[src/rtl/systolic_row_feeder.sv]
// Captures a DIM x DIM tile row by row, replays it onto a DIM-lane bus, then
// emits DIM-1 zero beats so every lane's downstream delay line flushes.
module systolic_row_feeder #(
    parameter int DIM  = 8,
    parameter int BITS = 8
) (
    input  logic                clk,
    input  logic                rst,
    input  logic                in_valid,
    output logic                in_ready,
    input  logic [DIM*BITS-1:0] in_data,
    input  logic                out_ready,
    output logic                out_valid,
    output logic [DIM*BITS-1:0] out_data,
    output logic                fifo_en,
    output logic                busy,
    output logic                done
);

    // Handshake: a beat moves on a rising edge where valid && ready are both
    // high. valid never depends on ready, and while valid is high without
    // ready the data is held unchanged.

    localparam int AW = $clog2(DIM);
    localparam int CW = $clog2(DIM) + 1;
    localparam logic [CW-1:0] LAST_ROW   = CW'(DIM - 1);
    localparam logic [CW-1:0] LAST_DRAIN = CW'(DIM - 2);

    typedef enum logic [1:0] {
        ST_LOAD   = 2'd0,
        ST_STREAM = 2'd1,
        ST_DRAIN  = 2'd2
    } state_t;

    state_t             state_q, state_d;
    logic [CW-1:0]      cnt_q, cnt_d;
    logic               done_q, done_d;
    logic [DIM*BITS-1:0] mem_q [DIM];
    logic [DIM*BITS-1:0] mem_d [DIM];
    logic [AW-1:0]      idx;

    // cnt never exceeds DIM-1, so the low bits address the row directly
    assign idx = cnt_q[AW-1:0];

    always_comb begin
        state_d   = state_q;
        cnt_d     = cnt_q;
        done_d    = 1'b0;
        in_ready  = 1'b0;
        out_valid = 1'b0;
        out_data  = '0;
        for (int r = 0; r < DIM; r++) begin
            mem_d[r] = mem_q[r];
        end

        case (state_q)
            ST_LOAD: begin
                in_ready = 1'b1;
                if (in_valid) begin
                    mem_d[idx] = in_data;
                    if (cnt_q == LAST_ROW) begin
                        cnt_d   = '0;
                        state_d = ST_STREAM;
                    end else begin
                        cnt_d = cnt_q + CW'(1);
                    end
                end
            end
            ST_STREAM: begin
                out_valid = 1'b1;
                out_data  = mem_q[idx];
                if (out_ready) begin
                    if (cnt_q == LAST_ROW) begin
                        cnt_d   = '0;
                        state_d = ST_DRAIN;
                    end else begin
                        cnt_d = cnt_q + CW'(1);
                    end
                end
            end
            ST_DRAIN: begin
                out_valid = 1'b1;
                if (out_ready) begin
                    if (cnt_q == LAST_DRAIN) begin
                        cnt_d   = '0;
                        state_d = ST_LOAD;
                        done_d  = 1'b1;
                    end else begin
                        cnt_d = cnt_q + CW'(1);
                    end
                end
            end
            default: begin
                state_d = ST_LOAD;
                cnt_d   = '0;
            end
        endcase
    end

    assign fifo_en = out_valid & out_ready;
    assign busy    = (state_q == ST_STREAM) || (state_q == ST_DRAIN);
    assign done    = done_q;

    always_ff @(posedge clk) begin
        if (rst) begin
            state_q <= ST_LOAD;
            cnt_q   <= '0;
            done_q  <= 1'b0;
            for (int r = 0; r < DIM; r++) begin
                mem_q[r] <= '0;
            end
        end else begin
            state_q <= state_d;
            cnt_q   <= cnt_d;
            done_q  <= done_d;
            for (int r = 0; r < DIM; r++) begin
                mem_q[r] <= mem_d[r];
            end
        end
    end

endmodule

[config.mk]
export PLATFORM = sky130hd
export DESIGN_NAME = systolic_row_feeder
export DESIGN_NICKNAME = d
export VERILOG_FILES = /design/src/rtl/systolic_row_feeder.sv
export SDC_FILE = /design/constraint.sdc
export NUM_CORES = 1
export LEC_CHECK = 0
export ABC_AREA = 1
export BUFFER_PORTS_ARGS = -buffer_cell sky130_fd_sc_hd__buf_2
export CORE_MARGIN = 2
export CORE_UTILIZATION = 55
export CTS_BUF_LIST = sky130_fd_sc_hd__clkbuf_8
export DETAILED_ROUTE_END_ITERATION = 7
export PLACE_DENSITY = 0.73
export SLEW_MARGIN = 20
export SYNTH_ARGS = -nofsm -noshare
export SYNTH_HDL_FRONTEND = slang
export SYNTH_SLANG_ARGS = --single-unit
[constraint.sdc]
create_clock -name clk -period 3.45 [get_ports clk]
set_input_delay 1.035 -clock clk [delete_from_list [all_inputs] [get_ports clk]]
set_output_delay 1.035 -clock clk [all_outputs]
set_load 0.01 [all_outputs]
==> out/qor.yml <==
clock_path_buffers: 3
synth_edf_count: 0
ios: 137
postRouteAntennaNets: 0
clock_latency_ps: 650
critical_path_class: "flop to output port"
coreArea_um2: 42040
fmax_mhz: 295.7
start_kind: "flop"
hp-class: "flop to flop"
start_util_pct: 55.78
status: "completed"
min-delay-start: "mem_q[1][3]$_SDFFE_PP0P_"
r2r_cells: 9
dr.pass1.iters: 6
clock-skew-final_ps: 19.23
worstPathRequired_ps: 2410
io_buffers: 136
remaining_drc_errors: 0
r2r_start: "state_q[1]$_SDFFE_PP0P_"
cts.clk_slew.worst_paths_ps: 60
hold_depth: 2
cts_tree: "built"
numCtsBuffers: 88
first_iter_violations: 2410
crit_fanout: 44
ys_types: 21
end_kind: "output port"
synthFlopType: "dfxtp_1"
whs_endpoint: "mem_q[1][3]$_SDFFE_PP0P_"
slew_headroom_pct: 32.84
synth_seq_cells: 522
rsz0062_at_grt: "true"
synth_nets: 3590
die_h_um: 210.5
gp_congestion: 0.8269
finalHoldViolations: 0
p_per_area_nw_per_um2: 738.8
grt_pass1_wl_mm: 117.3
dieWidth_um: 210.5
synthTopCellsByArea: "dfxtp_1 45%, nor2_1 26%, o21ai_0 14%"
async_flop_share_pct: 0
synth_most_common_cell: "nor2_1"
ir_drop_mv: 0.5250
drv_cap: 0
overflow: 0
wl_per_cell_um: 18.02
post-dp-hpwl_mm: 38.67
whs_ps: 496.0
worst-endpoint-arrival_ps: 2350
grtUsageTotal_pct: 32.60
setup_viol: 0
num_rows: 75
period_share_pct: 98.04
die-area_um2: 44310
grt_pass1_vias: 22440
finalMaxSlewViolations: 0
cts_root_buf: "clkbuf_8"
vias: 23280
drive_gt1_share_pct: 10.05
htree_num_levels: 3
wirelength_mm: 73.56
final_nets: 3545
synth_area_um2: 23450
timing.rr.end: "mem_q[2][37]$_SDFFE_PP0P_"
grt_max_degree: 130
final_util_pct: 61.14
synth_top_area_share_pct: 44.56
cts.sinks: 522
worst_pin_slew_ps: 1007
antenna_found_initial: 7
period_needed_ps: 3382
viasPerCell: 5.702
synth_warnings: 0
area_growth_pct: 9.604
p_leak_uw: 0.01148
synth_largest_area_cell: "dfxtp_1"
r2r_slack_ps: 880
syn_area_per_cell_um2: 6.672
yosys-top-cells-count: "1614 x nor2_1, 643 x o21ai_0, 522 x dfxtp_1, 192 x o21ai_1, 144 x clkbuf_1"
synthCells: 3515
synth-seq-area-share_pct: 44.56
## final cells by class
class	count	area (um2)
multi-input cells	2631	11170
inverters	31	131.4
diodes	2	5.005
clock inverters	47	192.7
repair buffers	196	1483
flip-flops and latches	522	10460
fillers	3794	16340
clock buffers	115	1583
well taps	539	674.4
## power by group
| group | internal [uW] | switching (uW) |
|---|---|---|
| sequential | 6860 | 438 |
| clock | 2970 | 2530 |
| combinational | 1940 | 4250 |
| total | 11800 | 7220 |
## worst max path at each step
stage	to	startpoint	cells after the start	slack, ps
floorplan	out_data[10]	state_q[1]$_SDFFE_PP0P_	6	1050
global placement	out_data[63]	flop	8	710
detailed placement	out_data[5]	state_q[1]$_SDFFE_PP0P_	6	660
CTS	out_data[63]	flop	8	20
global route	out_data[29]	flop	7	-20
finish	out_data[29]	flop	7	70
## critical path, stage by stage (launching register included)
cell and delay [ps]:
dfxtp_4 400, inv_8 270, buf_12 260, nor2_1 70, o21ai_1 130, nor2_1 50, nor2_1 310, buf_2 200
## through the flow
stage	instances	setup WS (ps)	setup TNS, ps	cell area [um2]	total power [uW]
final	4083	67.69	0	25700	18990
after detailed placement	3919	657.5	0	23880	13410
after CTS	4081	23.88	0	25660	18880
after global routing	4082	-21.81	-21.81	25700	20120
after global placement	3919	708.1	0	23880	13290
after floorplan	3515	1046	0	23450	11650
## metal layers
metal  GRT usage (%)  vias up  part of all wire [%]
li1                -    11130                     -
met1           41.87    10760                    42
met2           53.57     1185                    46
met3           6.809      187                   9.8
met4           13.36       10                   2.8
met5               0        -                 0.095
## logic make-up after synthesis
family / Yosys count / synth area share (%)
buffers and inverters: 362 / 7.976
adders and majority gates: 7 / 0.3735
and+or+nand+nor: 1785 / 29.18
AOI/OAI and AO/OA: 839 / 17.91
DFF: 522 / 44.56
## flip-flops by register name, summed over array words and instances (netlist names), named ones only
| name | flops |
|---|---|
| mem_q | 512 |
| cnt_q | 4 |
| state_q | 2 |
| done | 1 |
## placed cells by master, fill, tap and decap left out, types with 4 or more instances in the layout
| cell type | instances |
|---|---|
| clkbuf_8 | 115 |
| nand3_1 | 69 |
| buf_4 | 31 |
| inv_2 | 15 |
| inv_1 | 54 |
| o21ai_1 | 192 |
| nor2_1 | 1612 |
| buf_12 | 24 |
| clkinv_2 | 4 |
| ha_1 | 6 |
| a21oi_1 | 4 |
| nand2_1 | 85 |
| nor2_2 | 5 |
| buf_2 | 136 |
| dfxtp_1 | 519 |
| o21ai_0 | 643 |
| nor2_4 | 8 |
## repair_timing
item	in CTS	in global routing
pin swaps	0	0
hold buffers	0	0
setup buffers	0	0
resized for setup	1	8
endpoints found under the setup margin	1	31
(Power assumes the default switching activity.)
